$ cat src/rtl/bm_if_reset_sink.sv
// rtl/bm_if_reset_sink.sv - FWFT sink FIFO for the reset-gated AND benchmark with flag counter and sticky overflow
module bm_if_reset_sink #(
    parameter int BITS  = 2,
    parameter int DEPTH = 4,
    parameter int CNT_W = 4
) (
    input  logic                       clock,
    input  logic                       reset_n,
    input  logic                       in_valid,
    output logic                       in_ready,
    input  logic [BITS-1:0]            data_in,
    input  logic                       flag_in,
    output logic                       out_valid,
    input  logic                       out_ready,
    output logic [BITS-1:0]            data_out,
    output logic                       flag_out,
    output logic [$clog2(DEPTH):0]     level,
    output logic [CNT_W-1:0]           flag_count,
    output logic                       overflow
);

    localparam int PW = $clog2(DEPTH);
    localparam int LW = PW + 1;

    logic [BITS:0]   mem [DEPTH];
    logic [PW-1:0]   wr_ptr;
    logic [PW-1:0]   rd_ptr;
    logic [BITS:0]   head;
    logic            full;
    logic            push;
    logic            pop;

    assign full      = (level == LW'(DEPTH));
    assign in_ready  = !full;
    assign out_valid = (level != '0);
    assign push      = in_valid & in_ready;
    assign pop       = out_valid & out_ready;

    // Head is read straight from registered storage; masked while empty so stale entries never leak out.
    assign head      = mem[rd_ptr];
    assign data_out  = out_valid ? head[BITS-1:0] : '0;
    assign flag_out  = out_valid ? head[BITS] : 1'b0;

    always_ff @(posedge clock) begin
        if (push) begin
            mem[wr_ptr] <= {flag_in, data_in};
        end
    end

    always_ff @(posedge clock or negedge reset_n) begin
        if (!reset_n) begin
            wr_ptr     <= '0;
            rd_ptr     <= '0;
            level      <= '0;
            flag_count <= '0;
            overflow   <= 1'b0;
        end else begin
            if (push) begin
                wr_ptr <= wr_ptr + PW'(1);
            end
            if (pop) begin
                rd_ptr <= rd_ptr + PW'(1);
            end
            case ({push, pop})
                2'b10:   level <= level + LW'(1);
                2'b01:   level <= level - LW'(1);
                default: level <= level;
            endcase
            if (push && flag_in && (flag_count != '1)) begin
                flag_count <= flag_count + CNT_W'(1);
            end
            if (in_valid && full) begin
                overflow <= 1'b1;
            end
        end
    end

endmodule

$ cat config.mk
export PLATFORM = sky130hd
export DESIGN_NAME = bm_if_reset_sink
export DESIGN_NICKNAME = d
export VERILOG_FILES = /design/src/rtl/bm_if_reset_sink.sv
export SDC_FILE = /design/constraint.sdc
export NUM_CORES = 1
export LEC_CHECK = 0
export ABC_AREA = 1
export ABC_CLOCK_PERIOD_IN_PS = 1600
export BUFFER_PORTS_ARGS = -buffer_cell sky130_fd_sc_hd__buf_2
export CAP_MARGIN = 5
export CORE_ASPECT_RATIO = 0.9
export CORE_UTILIZATION = 45
export DETAILED_ROUTE_END_ITERATION = 8
export MAX_ROUTING_LAYER = met4
export PLACE_DENSITY = 0.67
export SLEW_MARGIN = 10
export SYNTH_ARGS = -nofsm -noshare
export SYNTH_HDL_FRONTEND = slang
export SYNTH_SLANG_ARGS = --single-unit
$ cat constraint.sdc
create_clock -name clock -period 1.6 [get_ports clock]
set_input_delay 0.08 -clock clock [delete_from_list [all_inputs] [get_ports clock]]
set_output_delay 0.08 -clock clock [all_outputs]
set_load 0.1 [all_outputs]
# Word-level counts from Yosys, hierarchy flattened
# Memory sizes are Yosys's and may differ from the RTL's.
# Index checks and enable logic that the tools add are counted.
[totals]
regBits = 12
ramBits = 12
in_bits = 7
out_inout_bits = 13
elab_cells = 28
memories = 1
[memory_table]
columns = ["memory", "depth", "word_bits", "read_ports", "rd_clocked_by_memory_dff", "wr", "line", "text"]
rows = [
  ["mem", 4, 3, 1, 0, 1, "25", "logic [BITS:0] mem [DEPTH];"],
]
[classes]
n_addsub = 5
n_eq_ne = 4
mux = 5
n_bitwise = 2
n_reduce_logical = 6
[ops]
columns = ["op", "count"]
rows = [
  ["one-hot mux 3 bit (2 select lines)", 1],
  ["adder 2 x 1 -> 2 bit (second input constant)", 2],
  ["adder 4 x 1 -> 4 bit (second input constant)", 1],
  ["inequality test 4 bit (second input constant)", 1],
  ["adder 3 x 1 -> 3 bit (second input constant)", 1],
  ["== test 3 bit (second input constant)", 1],
  ["logical AND 1 bit", 3],
  ["two-way mux 1 bit", 3],
  ["nonzero test 3 bit", 1],
  ["subtractor 3 x 1 -> 3 bit (second input constant)", 1],
  ["bitwise AND 1 bit", 2],
  ["== test 2 x 1 -> 1 bit (second input constant)", 1],
  ["== test 2 bit (second input constant)", 1],
  ["two-way mux 2 bit", 1],
  ["nonzero test 2 bit", 1],
  ["logical NOT 1 bit", 1],
]

# Longest topological paths before layout
[depth]
word_depth = 5
ltp_mapped = 11
depth_no_buf = 11

# Worst setup path before layout
# Ideal clock, no wire load.
[synth_timing]
path_kind = "reg2out"
startpoint = "reg level[2]"
endpoint = "out data_out[0]"
t_arrival_ps = 3500
required_time_ps = 1520
setup_slack_ps = -1980
path_stages_with_launch = 5
n_path_buf = 0
path_cell_list = "dfrtp_1 > inv_1 > nand2_1 > inv_1 > a21oi_1"
[synth_between]
elab_chain_cells = 2
[synth_rtl]
columns = ["element", "line", "text"]
rows = [
  ["from (decl)", "17", "output logic [$clog2(DEPTH):0] level,"],
  ["from (signal assigned)", "65", "2'b10: level <= level + LW'(1);"],
  ["from (signal assigned)", "66", "2'b01: level <= level - LW'(1);"],
  ["from (signal assigned)", "67", "default: level <= level;"],
  ["nonzero test 3 bit", "35", "assign out_valid = (level != '0);"],
  ["via out_valid", "13", "output logic out_valid,"],
  ["two-way mux 2 bit", "41", "assign data_out = out_valid ? head[BITS-1:0] : '0;"],
  ["to (decl)", "15", "output logic [BITS-1:0] data_out,"],
]
# The timed path passes the listed nets, and every way through them passes these cells.

# Final worst setup path
[layout_timing]
startpoint = "reg level[0]"
endpoint = "reg level[2]"
[layout_between]
elab_cells_between_ends = 11
classes_between = "2 x add/sub; 3 x eq/ne; 1 x mux; 2 x bitwise; 3 x reduce/logical"
[layout_lines]
columns = ["element", "line", "text"]
rows = [
  ["nonzero test 3 bit *", "35", ""],
  ["bitwise AND 1 bit *", "37", "assign pop = out_valid & out_ready;"],
  ["via pop", "31", "logic pop;"],
  ["== test 2 x 1 -> 1 bit / == test 2 bit (equally long branches)", "64", "case ({push, pop})"],
  ["one-hot mux 3 bit (2 select lines) / nonzero test 2 bit (equally long branches)", "-", ""],
]
# Mark *: on every way through the listed nets, which the timed path passes. The rest lies on a longest branch.
# A chain may end at the register's enable or synchronous reset.

==> results.py <==
metrics = {
    "global_route": {
        "grt_pass1_vias": 864,
        "grt_pass1_wl_um": 3705,
        "grt.overflow.total": 0,
        "grt_busiest_layer": "met2",
        "grt_use_met2": 0.3234,
        "grt_max_degree": 15,
        "antenna_found_initial": 0,
        "grtUsageTotal": 0.1762,
        "grtUsageMet1": 0.2037,
        "use_met3": 0.02320,
    },
    "floorplanning": {
        "io_pins": 20,
        "start_util": 0.4781,
        "row_count": 17,
        "die_w_um": 56.21,
        "core-area_sq_um": 2489,
        "dieArea_sq_um": 2854,
        "die_h_um": 50.79,
    },
    "synthesis": {
        "syn_area_per_cell_sq_um": 9.916,
        "ys_types": 20,
        "async_flop_share": 0.5000,
        "ys_seq_elements": 24,
        "yosysSeqAreaShare": 0.5552,
        "synth-edff-count": 12,
        "ys_warn_count": 0,
        "synth_nets": 134,
        "syn-cell-area_sq_um": 1190,
        "synth_ff_type": "edfxtp_1",
        "syn_inst": 120,
    },
    "route": {
        "viasPerCell": 4.924,
        "via_count": 906,
        "drt-initial-drc-count": 10,
        "first_pass_iters": 4,
        "drtAntennaViolNets": 0,
        "wl_um": 2225,
        "drc_errors": 0,
        "wire_per_inst_um": 12.09,
    },
    "cts": {
        "htreeDepth": 1,
        "cts.path.max_buffers": 2,
        "clkSinkCount": 24,
        "cts_tree": "built",
        "cts-buffers-inserted": 3,
        "clock_latency_ns": 0.31,
        "cts_root_buffer": "clkbuf_4",
        "path_clk_slew_ns": 0.13,
    },
    "run_status": {
        "violations": "setup timing",
        "status": "finished with violations",
    },
    "timing": {
        "timing.slew.headroom": 0.6776,
        "tightest_slew_ns": 0.4870,
        "period_share": 1.152,
        "hold_viol_final": 0,
        "finalSetupViolCount": 5,
        "slew_viol_final": 0,
        "fin_skew_ns": 0.003253,
        "grt_setup_unrepaired": "yes",
        "timing.fmax_mhz": 542.5,
        "holdWs_ns": 0.01574,
        "timing.final.ws_setup_ns": -0.2433,
        "layout_min_cycle_time_ns": 1.843,
    },
    "critical_path": {
        "cp.arrival_ns": 2.06,
        "worstPathRequired_ns": 1.81,
        "startpoint_type": "flip-flop",
        "rrSetupSlack_ns": -0.24,
        "crit_slowest_cell": "dfrtp_4",
        "cp_cell_sequence": "nor2_4 -> buf_12 -> nand2_8 -> nand2_4 -> inv_4 -> ha_4 -> inv_4 -> fa_2 -> inv_2 -> nand2_1 -> nand3b_1 -> xor2_1",
        "crit_type": "reg -> reg",
        "slowest_delay_ns": 0.51,
        "cpMostUsedCell": "inv_4",
        "critPathCaptureType": "flip-flop",
        "cp_max_fo": 2,
    },
    "placed_design": {
        "gp_congestion": 0.7512,
        "io_buffer_count": 19,
        "place_ws_ns": -0.2657,
        "dp_hpwl_um": 1650,
    },
    "final_layout": {
        "drive_gt1_frac": 0.4038,
        "antenna_cells": 0,
        "area_growth_pct": 43.01,
        "fin_nets": 171,
        "fillers": 191,
    },
    "run": {
        "cap_violations": 0,
    },
    "worst_hold_path": {
        "hold_path.class": "in -> reg",
    },
}
## final timing paths
path / start / endpoint / cells after the start
worst max-delay path: level[0] / level[2] / 12
worst min-delay path: flag_in / mem[2][2] / 1
worst max register to register: level[0] / level[2] / 12
worst min register to register: overflow / overflow / 1
max in group asynchronous: reset_n / level[1] / 2
min in group asynchronous: reset_n / rd_ptr[1] / 2
## per-layer routing
layer / wire (um) / share of wire
met5: 0 / 0
met2: 1161 / 0.52
met3: 68 / 0.031
met4: 33 / 0.015
met1: 961 / 0.43
## cells by family after synthesis
kind of cell,share of synthesized area
buf+inv,0.07886
flops,0.5552
fa+ha+maj,0.07991
compound gates,0.07045
xor+xnor,0.04416
simple gates,0.1714
## critical path: cells and delay by family (launching register included)
family / cells / cell delay [ns]
XOR/XNOR: 1 / 0.15
buffers and inverters: 4 / 0.25
flip-flops: 1 / 0.51
AND/OR/NAND/NOR: 5 / 0.46
adder cells (fa/ha/maj): 2 / 0.36
## sequential cells by signal (all words and copies together) (netlist names)
signal and count:
overflow 1, rd_ptr 2, wr_ptr 2, mem 12, level 3, flag_count 4
## repair_timing
action                     4_1_cts  5_1_grt
hold buffers                     3        0
setup buffers                    2        2
gates resized for setup         11       11
setup endpoints to repair        6       21
hold endpoints to repair        20        0
pin swaps                        6        8
## synthesized netlist by cell type (all sizes together), types with 4 or more instances
library cell	instances	share of area
nand2	31	0.11
a21oi	4	0.017
dfrtp	12	0.25
inv	19	0.060
edfxtp	12	0.30
o21ai	5	0.021
xor2	4	0.029
o21bai	4	0.025
nor2	13	0.045
ha	6	0.063
## cell usage in the layout (no fill, tap or decap), drive strengths merged, types with 2 or more instances in the layout
master	count
a21oi	4
buf	31
clkbuf	3
dfrtp	12
dlygate4sd3	3
edfxtp	12
ha	6
inv	18
nand2	31
nand3	2
nor2	13
o21ai	5
o21bai	4
xnor2	2
xor2	4
## through the flow
stage | TNS, ns | util | cells | area [sq um]
CTS | -0.8666 | 0.6556 | 182 | 1632
global placement | -0.4230 | 0.6083 | 173 | 1514
floorplan | -3.349 | - | 120 | 1289
detailed placement | -0.4921 | 0.6083 | 173 | 1514
global route | -1.452 | 0.6838 | 184 | 1702
finish | -1.015 | 0.6838 | 184 | 1702
## layout make-up
cell class	count	area, sq um	area share
flip-flops and latches	24	674.4	0.3963
multi-input cells	75	553.0	0.3250
repair buffers	34	304.0	0.1787
inverters	19	82.58	0.04853
well taps	28	35.03	0.02059
clock inverters	1	30.03	0.01765
clock buffers	3	22.52	0.01324
Power is left out: the tool's default activity adds up to more than one toggle a clock period on the data nets, which glitch-free logic cannot reach.
